$ cat src/rtl/alu_result_stage_pkg.sv
// Shared ALU result-stage definitions: op-code encodings, skid-buffer state encoding
// and the flag-update predicate used by the ALU, decoder and result stage.
package alu_result_stage_pkg;

    localparam logic [2:0] OP_ADD  = 3'b000;
    localparam logic [2:0] OP_SUB  = 3'b001;
    localparam logic [2:0] OP_LSR  = 3'b010;
    localparam logic [2:0] OP_RSR  = 3'b011;
    localparam logic [2:0] OP_PASS = 3'b100;
    localparam logic [2:0] OP_AND  = 3'b101;
    localparam logic [2:0] OP_OR   = 3'b110;

    typedef enum logic [1:0] {
        ST_EMPTY = 2'd0,
        ST_ONE   = 2'd1,
        ST_FULL  = 2'd2
    } skid_state_e;

    // Only arithmetic and bitwise logic ops define the zero flag; shifts, pass and 111 do not.
    function automatic logic opUpdatesFlag(input logic [2:0] op);
        return (op == OP_ADD) || (op == OP_SUB) || (op == OP_AND) || (op == OP_OR);
    endfunction

endpackage

$ cat src/rtl/alu_skid_buffer2.sv
// Two-entry in-order skid buffer; ready/valid are registered so out_ready never
// reaches in_ready combinationally.
module alu_skid_buffer2
    import alu_result_stage_pkg::*;
#(
    parameter int DW = 8
) (
    input  logic          clk,
    input  logic          reset,
    input  logic          in_valid_i,
    output logic          in_ready_o,
    input  logic [DW-1:0] in_data_i,
    output logic          out_valid_o,
    input  logic          out_ready_i,
    output logic [DW-1:0] out_data_o
);

    skid_state_e   state_q;
    logic [DW-1:0] head_q;
    logic [DW-1:0] tail_q;
    logic          inReady_q;
    logic          outValid_q;
    logic          push;
    logic          pop;

    assign push = in_valid_i && inReady_q;
    assign pop  = outValid_q && out_ready_i;

    always_ff @(posedge clk or posedge reset) begin
        if (reset) begin
            state_q    <= ST_EMPTY;
            head_q     <= '0;
            tail_q     <= '0;
            inReady_q  <= 1'b1;
            outValid_q <= 1'b0;
        end else begin
            case (state_q)
                ST_EMPTY: begin
                    if (push) begin
                        head_q     <= in_data_i;
                        state_q    <= ST_ONE;
                        outValid_q <= 1'b1;
                    end
                end
                ST_ONE: begin
                    if (push && !pop) begin
                        tail_q    <= in_data_i;
                        state_q   <= ST_FULL;
                        inReady_q <= 1'b0;
                    end else if (!push && pop) begin
                        state_q    <= ST_EMPTY;
                        outValid_q <= 1'b0;
                    end else if (push && pop) begin
                        head_q <= in_data_i;
                    end
                end
                ST_FULL: begin
                    // The older entry leaves, the younger one moves up to the head.
                    if (pop) begin
                        head_q    <= tail_q;
                        state_q   <= ST_ONE;
                        inReady_q <= 1'b1;
                    end
                end
                default: begin
                    state_q    <= ST_EMPTY;
                    inReady_q  <= 1'b1;
                    outValid_q <= 1'b0;
                end
            endcase
        end
    end

    assign in_ready_o  = inReady_q;
    assign out_valid_o = outValid_q;
    assign out_data_o  = outValid_q ? head_q : '0;

endmodule

$ cat src/rtl/alu_result_stage.sv
// ALU result stage: skid-buffers ALU results toward writeback and keeps the zero flag.
// Optional macro ALU_RESULT_STATS_EN adds saturating transfer/stall counters.
module alu_result_stage
    import alu_result_stage_pkg::*;
#(
    parameter int WIDTH    = 32,
    parameter int RD_WIDTH = 4
) (
    input  logic                clk,
    input  logic                reset,
    input  logic                in_valid,
    output logic                in_ready,
    input  logic [2:0]          in_op,
    input  logic [WIDTH-1:0]    in_result,
    input  logic                in_is_zero,
    input  logic [RD_WIDTH-1:0] in_rd,
    output logic                out_valid,
    input  logic                out_ready,
    output logic [2:0]          out_op,
    output logic [WIDTH-1:0]    out_result,
    output logic [RD_WIDTH-1:0] out_rd,
    output logic                flag_zero
`ifdef ALU_RESULT_STATS_EN
    ,
    output logic [15:0]         stat_results,
    output logic [15:0]         stat_stalls
`endif
);

    localparam int PW = 3 + 1 + RD_WIDTH + WIDTH;

    logic [PW-1:0] inPayload;
    logic [PW-1:0] outPayload;
    logic          headZero;
    logic          pop;
    logic          flagZero_q;

    assign inPayload = {in_op, in_is_zero, in_rd, in_result};

    alu_skid_buffer2 #(.DW(PW)) uBuffer (
        .clk         (clk),
        .reset       (reset),
        .in_valid_i  (in_valid),
        .in_ready_o  (in_ready),
        .in_data_i   (inPayload),
        .out_valid_o (out_valid),
        .out_ready_i (out_ready),
        .out_data_o  (outPayload)
    );

    assign {out_op, headZero, out_rd, out_result} = outPayload;
    assign pop = out_valid && out_ready;

    // The flag follows the head entry only at the moment it is handed to writeback.
    always_ff @(posedge clk or posedge reset) begin
        if (reset) begin
            flagZero_q <= 1'b0;
        end else if (pop && opUpdatesFlag(out_op)) begin
            flagZero_q <= headZero;
        end
    end

    assign flag_zero = flagZero_q;

`ifdef ALU_RESULT_STATS_EN
    logic [15:0] statResults_q;
    logic [15:0] statStalls_q;

    always_ff @(posedge clk or posedge reset) begin
        if (reset) begin
            statResults_q <= '0;
            statStalls_q  <= '0;
        end else begin
            if (pop && (statResults_q != 16'hFFFF)) begin
                statResults_q <= statResults_q + 16'd1;
            end
            if (out_valid && !out_ready && (statStalls_q != 16'hFFFF)) begin
                statStalls_q <= statStalls_q + 16'd1;
            end
        end
    end

    assign stat_results = statResults_q;
    assign stat_stalls  = statStalls_q;
`endif

endmodule

$ cat config.mk
export PLATFORM = sky130hd
export DESIGN_NAME = alu_result_stage
export DESIGN_NICKNAME = d
export VERILOG_FILES = /design/src/rtl/alu_result_stage_pkg.sv /design/src/rtl/alu_skid_buffer2.sv /design/src/rtl/alu_result_stage.sv
export SDC_FILE = /design/constraint.sdc
export NUM_CORES = 1
export LEC_CHECK = 0
export CAP_MARGIN = 20
export CORE_MARGIN = 8
export CORE_UTILIZATION = 30
export DETAILED_ROUTE_END_ITERATION = 10
export PLACE_DENSITY_LB_ADDON = 0.08
export SYNTH_ARGS = -nofsm -noshare
export SYNTH_HDL_FRONTEND = slang
export SYNTH_SLANG_ARGS = --single-unit
$ cat constraint.sdc
create_clock -name clk -period 3.93 [get_ports clk]
set_input_delay 1.179 -clock clk [delete_from_list [all_inputs] [get_ports clk]]
set_output_delay 1.179 -clock clk [all_outputs]
set_load 0.05 [all_outputs]
==> results of run 1 <==
## layout by cell type, fill, tap and decap left out, drive strengths merged, types with 2 or more instances in the layout
cell type	n
nand2	4
a21oi	42
clkbuf	14
o21ai	2
mux2i	40
mux2	41
clkdlybuf4s50	85
nand3	4
dfrtp	84
and2	39
buf	9
nor2	43
clkinv	2
## layout make-up
cell class	instances	area share (%)
clock inverters	1	0.09604
well taps	180	4.322
clock buffers	14	5.258
flip-flops and latches	85	40.84
repair buffers	94	18.34
inverters	2	0.1681
multi-input cells	224	30.97
## stage by stage
stage               cell area (um^2)  instances  hold slack [ns]  worst slack (ns)
floorplan                       4130        373           0.4635            0.5592
finish                          5211        600           0.4891            0.5819
global placement                4912        584           0.4725            0.9117
CTS                             5211        600           0.4937            0.4914
detailed placement              4932        585           0.4802            0.8815
global route                    5211        600           0.5074            0.3982
## cell families (layout without fill, tap and decap cells)
group | count (synthesis) | count (layout) | synth area share [%]
AOI/OAI and AO/OA | 46 | 46 | 5.816
xor gates and xnor gates | 1 | 1 | 0.2121
buffers and inverters | 64 | 111 | 9.785
DFF | 85 | 85 | 51.53
muxes | 81 | 81 | 20.87
and+or+nand+nor | 96 | 96 | 11.78
## worst paths after layout
kind	start	endpoint	depth (start not counted)
setup reg to reg	uBuffer.out_valid_o	uBuffer.head_q[33]	6
hold reg to reg	uBuffer.tail_q[2]	uBuffer.tail_q[2]	1
setup / recovery	uBuffer.out_valid_o	out_op[0]	3
max in group asynchronous	reset	uBuffer.head_q[8]	3
hold / removal	uBuffer.tail_q[2]	uBuffer.tail_q[2]	1
min in group asynchronous	reset	uBuffer.tail_q[38]	2
## sequential cells by signal, indices dropped and copies added, names as in the netlist
| name | flops |
|---|---|
| uBuffer.head_q | 40 |
| uBuffer.tail_q | 40 |
| uBuffer.state_q | 2 |
| flag_zero | 1 |
| uBuffer.in_ready_o | 1 |
| uBuffer.out_valid_o | 1 |
## power breakdown
group | total, mW | leakage [nW] | internal (mW) | switching (mW)
Combinational | 0.0721 | 0.975 | 0.0417 | 0.0304
Clock | 0.799 | 0.139 | 0.476 | 0.323
Sequential | 0.875 | 1.18 | 0.875 | 0
## routing by layer
metal / vias up / routed length, um / track usage (%)
met1: 1312 / 4003 / 12.87
met2: 54 / 4421 / 17.45
li1: 1304 / - / -
met5: - / 0 / 0
met3: 12 / 370 / 2.598
met4: 0 / 206 / 6.363
## Yosys cell counts
cell type	instances	area, um^2
clkbuf_2	1	5.000
nand2b_1	1	6.260
clkbuf_1	9	33.78
mux2_1	39	439.2
xnor2_1	1	8.760
dfrtp_1	84	2102
nand4b_1	1	8.760
a21oi_1	42	210.2
o21ai_0	2	10.01
nand4_1	1	6.260
inv_1	2	7.510
nor2b_1	1	6.260
buf_4	39	292.8
nand4bb_1	1	11.26
dfstp_2	1	26.28
o211ai_2	1	12.51
nand3b_1	1	7.510
nor2_1	43	161.4
nand2_1	4	15.01
mux2_2	2	22.52
buf_2	13	65.06
a21o_1	1	7.510
mux2i_1	40	400.4
nand3_1	4	20.02
and2_1	39	244.0
==> impl_metrics.csv, run 1 <==
group,metric,value,unit
worst_setup_path,arrival,2.17,ns
clock_tree,ctsHoldBuffers,0,
clock_tree,cts-root-buf,"clkbuf_16",
worst_setup_path,endpoint_kind,"output port",
placement,finalWeightedCongestion,0.7043,
route,vias,2682,
pwr,powerDensity,335.1,nW/um^2
layout,fin_nets,460,
layout,fin_util,38.13,%
sta,finalMaxSlewViolations,0,
worst_setup_path,critPathSlowestCell,"clkdlybuf4s50_1",
clock_tree,post-cts-setup-buffers,0,
floorplanning,fp.dieH,133.3,um
floorplanning,io_pins,86,
synth,syn_area,4130,um^2
route,wirelength,9001,um
clock_tree,cts_tree,"done",
outcome,status,"finished, final reports clean",
worst_setup_path,cpPeakStageDelay,0.80,ns
synth,synth-seq-cells,85,
placement,numPortBuffers,85,
global_route,grt_util_all_layers,10.82,%
synth,ys_warn_count,0,
floorplanning,initial_core_util,30.22,%
worst_setup_path,worstPathMaxFanout,31,
min_path,hold_class,"flip-flop to flip-flop",
worst_setup_path,crit_family,"buffers and inverters",
sta,slew_headroom,46.02,%
global_route,grt_max_degree,53,
route,via_per_inst,4.470,
worst_setup_path,crit_buf_inv,2,
pwr,total_power,1.746,mW
sta,hold_viol,0,
sta,worstMarginPinSlew,0.8098,ns
run,maxCapViolations,0,
route,wire_per_inst,15.00,um
route,drtAntennaViolNets,0,
sta,setup_viol,0,
floorplanning,fp-row-count,43,
synth,ys_types,25,
floorplanning,core,13670,um^2
pwr,ir_worst_vdd,0.1411,mV
clock_tree,cts_sinks,85,
layout,syn2layout_area_growth,26.17,%
sta,fmax,298.7,MHz
global_route,grt_first_pass_wirelength,15150,um
clock_tree,htreeDepth,3,
worst_setup_path,crit_chain,"buf_12, and2_1, clkdlybuf4s50_1",
synth,syn_inst,373,
layout,seqCellArea,2128,um^2
sta,rsz0062_at_grt,"no",
clock_tree,cts_resized,0,
worst_setup_path,reg2reg_slack,1.86,ns
clock_tree,clk_latency,0.34,ns
sta,finalCriticalPeriod,3.348,ns
global_route,grt-ovfl-total,0,
synth,seq_area_frac_synth,51.53,%
sta,finalSetupTns,0,ns
clock_tree,clkSlewWorstSetupHoldPaths,0.06,ns
clock_tree,cts_buffers,9,
clock_tree,cts_max_path_buffers,2,
floorplanning,die-area,17780,um^2
global_route,antenna_found_initial,0,
floorplanning,chipWidth,133.3,um
placement,dp_hpwl,6103,um
route,dr.pass1.iters,4,
route,dr.first_iter.drc_count,98,
route,drc_errors,0,
worst_setup_path,crit_path_start_kind,"flip-flop",
pwr,cellLeakagePower,2.293,nW
synth,synth_nets,417,
layout,final_layout_size_suffix_gt1_share,6.905,%
layout,fillers,1402,
layout,antenna_cells,0,
synth,synth.avg_cell_area,11.07,um^2
sta,clock_skew,0.004059,ns
worst_setup_path,critPathKind,"flip-flop to output port",
layout,multiInputGateArea,1614,um^2
worst_setup_path,cp.required,2.75,ns
global_route,grt_pass1_vias,2837,
sta,fin_crit_sh,85.19,%
Note: power is estimated with default switching activity, not from simulation.
==> inputs of run 2 (changes only) <==
Settings changed: CTS_CLUSTER_SIZE from default to 16, GPL_TIMING_DRIVEN from default to 1, SLEW_MARGIN from default to 20.
==> run 2 against run 1 <==
Effect of this change:
- non-clock buffer count shrank 1
- largest cell class unchanged
- first-iteration DRC count is 8.2% higher
- worst setup slack gained 0.012 ns
- combinational power barely moved
- global-route usage shrank 0.15 points
- die area unchanged
- fmax rose by 0.35%
- sequential share of layout area is 0.12 points higher
==> impl_metrics.csv, run 2 (same netlist as run 1, synthesis figures left out) <==
group,metric,value,unit
worst_setup_path,startpoint,"uBuffer.out_valid_o",
min_path,hold_class,"flip-flop to flip-flop",
sta,finalSetupTns,0,ns
sta,fin_crit_sh,84.89,%
route,vias,2656,
global_route,grt_util_all_layers,10.67,%
floorplanning,io_pins,86,
route,dr.first_iter.drc_count,106,
outcome,status,"finished, final reports clean",
layout,reg_top3,"uBuffer.head_q (40), uBuffer.tail_q (40), uBuffer.state_q (2)",
floorplanning,die-area,17780,um^2
clock_tree,cts_max_path_buffers,2,
clock_tree,cts_sinks,85,
global_route,antenna_found_initial,0,
sta,setup_slack,0.5936,ns
worst_setup_path,cp.required,2.75,ns
layout,final_layout_size_suffix_gt1_share,6.683,%
worst_setup_path,arrival,2.16,ns
sta,finalMaxSlewViolations,0,
floorplanning,chipWidth,133.3,um
global_route,grt_max_degree,53,
layout,final_common_cell,"clkdlybuf4s50_1",
placement,dp_slack,0.9179,ns
layout,multiInputGateArea,1619,um^2
clock_tree,clkSlewWorstSetupHoldPaths,0.06,ns
worst_setup_path,endpoint_kind,"output port",
pwr,cellLeakagePower,2.287,nW
route,drtAntennaViolNets,0,
clock_tree,clk_latency,0.34,ns
sta,slew_headroom,46.47,%
route,wirelength,8935,um
sta,finalCriticalPeriod,3.336,ns
worst_setup_path,critPathKind,"flip-flop to output port",
sta,hold_viol,0,
layout,fin_nets,459,
floorplanning,fp.dieH,133.3,um
worst_setup_path,r2r-start,"uBuffer.out_valid_o",
pwr,ir_worst_vdd,0.1408,mV
clock_tree,cts_buffers,9,
clock_tree,post-cts-setup-buffers,0,
route,via_per_inst,4.434,
floorplanning,core,13670,um^2
min_path,min-delay-start,"uBuffer.tail_q[21]",
floorplanning,fp-row-count,43,
placement,dp.cells,584,
sta,rsz0062_at_grt,"no",
clock_tree,cts_resized,0,
clock_tree,ctsHoldBuffers,0,
global_route,grt_pass1_vias,2805,
route,drc_errors,0,
sta,clock_skew,0.003829,ns
route,dr.pass1.iters,4,
layout,fillers,1399,
run,maxCapViolations,0,
clock_tree,cts_tree,"done",
global_route,grt-ovfl-total,0,
clock_tree,htreeDepth,3,
pwr,powerDensity,336.6,nW/um^2
route,wire_per_inst,14.92,um
floorplanning,initial_core_util,30.22,%
global_route,grt_first_pass_wirelength,14900,um
placement,finalWeightedCongestion,0.7043,
layout,instances_no_fill,599,
sta,setup_viol,0,
placement,dp_hpwl,5975,um
layout,syn2layout_area_growth,25.81,%
placement,numPortBuffers,85,
sta,worstMarginPinSlew,0.8029,ns
worst_setup_path,worstPathMaxFanout,31,
layout,layout_common_cells,"clkdlybuf4s50_1 (85), dfrtp_1 (84), nor2_1 (43), a21oi_1 (42), mux2i_1 (40)",
layout,antenna_cells,0,
clock_tree,cts-root-buf,"clkbuf_16",
layout,seqCellArea,2128,um^2
worst_setup_path,crit_path_start_kind,"flip-flop",
sta,fmax,299.7,MHz
[run 2: cell count changes in the layout (fill, tap and decap cells not counted)]
cell,delta
nand2b_4,+1
buf_12,-1
nand2b_2,-1
[run 2: path summary, 6_finish.rpt]
path	depth (start not counted)	to	slack [ns]
min in group asynchronous	2	uBuffer.tail_q[38]	1.29
min	1	uBuffer.tail_q[21]	0.49
max reg2reg	6	uBuffer.head_q[18]	1.89
max in group asynchronous	3	uBuffer.head_q[8]	1.98
max	3	out_op[2]	0.59
min reg2reg	1	uBuffer.tail_q[21]	0.49
[run 2: routing by layer]
layer  vias to the layer above  track usage, %  share of wire, %
met4                         0           6.051               2.1
met1                      1295           12.77                44
li1                       1296               -                 -
met3                        12           2.748               4.6
met5                         -               0                 0
met2                        53           17.09                49
[run 2: critical path, stage by stage (launching register included)]
cell and delay (ns):
dfrtp_1 0.62, buf_12 0.24, and2_1 0.15, clkdlybuf4s50_1 0.80
[run 2: final cells by class]
type	count	share of cell area (%)
flip-flops and latches	85	40.96
multi-input cells	224	31.16
repair buffers	93	18.01
clock buffers	14	5.273
well taps	180	4.334
inverters	2	0.1686
clock inverters	1	0.09632
[run 2: where the power goes]
| group | total [mW] | internal, mW | leakage, nW | switching [mW] |
|---|---|---|---|---|
| logic | 0.0720 | 0.0417 | 0.969 | 0.0303 |
| clock network | 0.802 | 0.476 | 0.139 | 0.326 |
| registers | 0.875 | 0.875 | 1.18 | 0 |
| total | 1.75 | 1.39 | 2.29 | 0.356 |
[run 2: metrics by stage]
step	hold slack (ns)	area, um^2	util [%]	total power [mW]
2_1_floorplan	0.4635	4130	-	0.9055
3_3_place_gp	0.4725	4912	35.95	0.9660
3_5_place_dp	0.4802	4917	35.98	0.9660
4_1_cts	0.4940	5196	38.02	1.788
5_1_grt	0.5073	5196	38.02	1.822
6_report	0.4882	5196	38.02	1.749
==> inputs of run 3 (changes only) <==
Clock period 3.93 ns to 2.9 ns, I/O delays scaled along.
==> run 3 against run 2 <==
Effect of this change:
- flip-flop and latch count is the same
- clock skew barely moved
- combinational power up 33%
- final cell count is 0.33% higher
- core utilization is 2.9 points higher
- first-iteration DRC count down 21%
- register-to-register slack worse by 0.78 ns
==> impl_metrics.csv, run 3 (same netlist as run 1, synthesis figures left out) <==
group,metric,value,unit
worst_setup_path,critPathSlowestCell,"clkdlybuf4s50_1",
route,drtAntennaViolNets,0,
route,drc_errors,0,
worst_setup_path,crit_buf_inv,1,
global_route,grt_use_met1,12.55,%
clock_tree,cts_max_path_buffers,2,
route,dr.pass1.iters,6,
sta,clock_skew,0.003744,ns
sta,worstMarginPinSlew,0.6293,ns
global_route,antenna_found_initial,0,
sta,finalSetupTns,0,ns
run,maxCapViolations,0,
layout,reg_top3,"uBuffer.head_q (40), uBuffer.tail_q (40), uBuffer.state_q (2)",
layout,antenna_cells,0,
route,via_per_inst,4.406,
worst_setup_path,crit_family,"buffers and inverters",
worst_setup_path,r2r-start,"uBuffer.state_q[0]",
min_path,hold_end,"uBuffer.tail_q[37]",
clock_tree,clkSlewWorstSetupHoldPaths,0.06,ns
layout,final_common_cell,"dfrtp_1",
route,dr.first_iter.drc_count,84,
global_route,grt_util_all_layers,11.18,%
route,vias,2648,
sta,setup_viol,0,
layout,layout_common_cells,"dfrtp_1 (84), clkdlybuf4s50_1 (45), nor2_1 (43), a21oi_1 (42), buf_12 (42)",
route,wire_per_inst,15.27,um
min_path,hold_class,"flip-flop to flip-flop",
clock_tree,htreeDepth,3,
worst_setup_path,crit_chain,"clkdlybuf4s50_1",
global_route,top_usage_layer,"met2",
pwr,powerDensity,419.5,nW/um^2
worst_setup_path,crit_path_start_kind,"flip-flop",
layout,fin_nets,460,
clock_tree,cts_buffers,9,
floorplanning,fp.dieH,133.3,um
clock_tree,ctsHoldBuffers,0,
global_route,met2_usage,18.91,%
sta,hold-worst-slack,0.4872,ns
floorplanning,die-area,17780,um^2
sta,rsz0062_at_grt,"no",
floorplanning,core,13670,um^2
worst_setup_path,critPathKind,"flip-flop to output port",
sta,hold_viol,0,
global_route,grt-ovfl-total,0,
sta,slew_headroom,58.05,%
pwr,ir_worst_vdd,0.3042,mV
floorplanning,io_pins,86,
layout,fin_util,40.95,%
worst_setup_path,worstPathMaxFanout,6,
global_route,grt_max_degree,55,
worst_setup_path,r2r_cells,4,
layout,final_layout_size_suffix_gt1_share,16.39,%
worst_setup_path,endpoint_kind,"output port",
placement,dp_hpwl,6239,um
min_path,min-delay-start,"uBuffer.tail_q[37]",
route,wirelength,9179,um
clock_tree,post-cts-setup-buffers,0,
clock_tree,clk_latency,0.34,ns
clock_tree,cts_sinks,85,
sta,fin_crit_sh,89.73,%
floorplanning,fp-row-count,43,
min_path,min_path_cells,1,
worst_setup_path,reg2reg_slack,1.11,ns
placement,numPortBuffers,85,
global_route,use_met3,4.330,%
worst_setup_path,timing.rr.end,"uBuffer.head_q[38]",
global_route,grt_pass1_vias,2914,
clock_tree,cts-root-buf,"clkbuf_16",
placement,finalWeightedCongestion,0.6735,
global_route,grt_first_pass_wirelength,15670,um
sta,fmax,384.3,MHz
floorplanning,initial_core_util,30.22,%
clock_tree,cts_tree,"done",
worst_setup_path,cpPeakStageDelay,0.82,ns
clock_tree,cts_resized,0,
sta,finalCriticalPeriod,2.602,ns
worst_setup_path,cp.required,2.03,ns
outcome,status,"finished, final reports clean",
worst_setup_path,arrival,1.73,ns
layout,syn2layout_area_growth,35.50,%
floorplanning,chipWidth,133.3,um
sta,finalMaxSlewViolations,0,
pwr,cellLeakagePower,2.472,nW
-- run 3: metrics by stage --
stage / std cells / setup WS [ns] / total power, mW / area (um^2)
floorplan: 373 / 0.6381 / 1.228 / 4134
global placement: 585 / 0.4312 / 1.306 / 5323
finish: 601 / 0.2977 / 2.348 / 5597
CTS: 601 / 0.2592 / 2.403 / 5597
detailed placement: 585 / 0.3676 / 1.307 / 5323
global route: 601 / 0.2380 / 2.455 / 5597
-- run 3: how the worst max path moves through the flow --
stage,slack (ns),end,from,depth (start not counted)
after CTS,0.26,in_ready,uBuffer.in_ready_o,1
final,0.30,in_ready,uBuffer.in_ready_o,1
after global placement,0.43,uBuffer.tail_q[3],out_ready,5
after floorplan,0.64,out_result[10],uBuffer.out_valid_o,4
after global routing,0.24,in_ready,uBuffer.in_ready_o,1
after detailed placement,0.37,uBuffer.tail_q[3],out_ready,5
-- run 3: power breakdown --
| group | internal (mW) | total [mW] | switching [mW] |
|---|---|---|---|
| sequential | 1.19 | 1.19 | 0 |
| clock | 0.625 | 1.07 | 0.440 |
| combinational | 0.0548 | 0.0961 | 0.0413 |
| total | 1.87 | 2.35 | 0.482 |
-- run 3: layout make-up --
type,instances,area [um^2]
multi-input cells,224,1614
clock inverters,2,10.01
inverters,2,11.26
clock buffers,14,264.0
flip-flops and latches,85,2128
fillers,1315,8069
well taps,180,225.2
repair buffers,94,1344
-- run 3: layer usage --
metal,up-vias,wire (um)
li1,1306,-
met1,1284,3920
met2,50,4685
met3,8,447
met4,0,125
met5,-,0
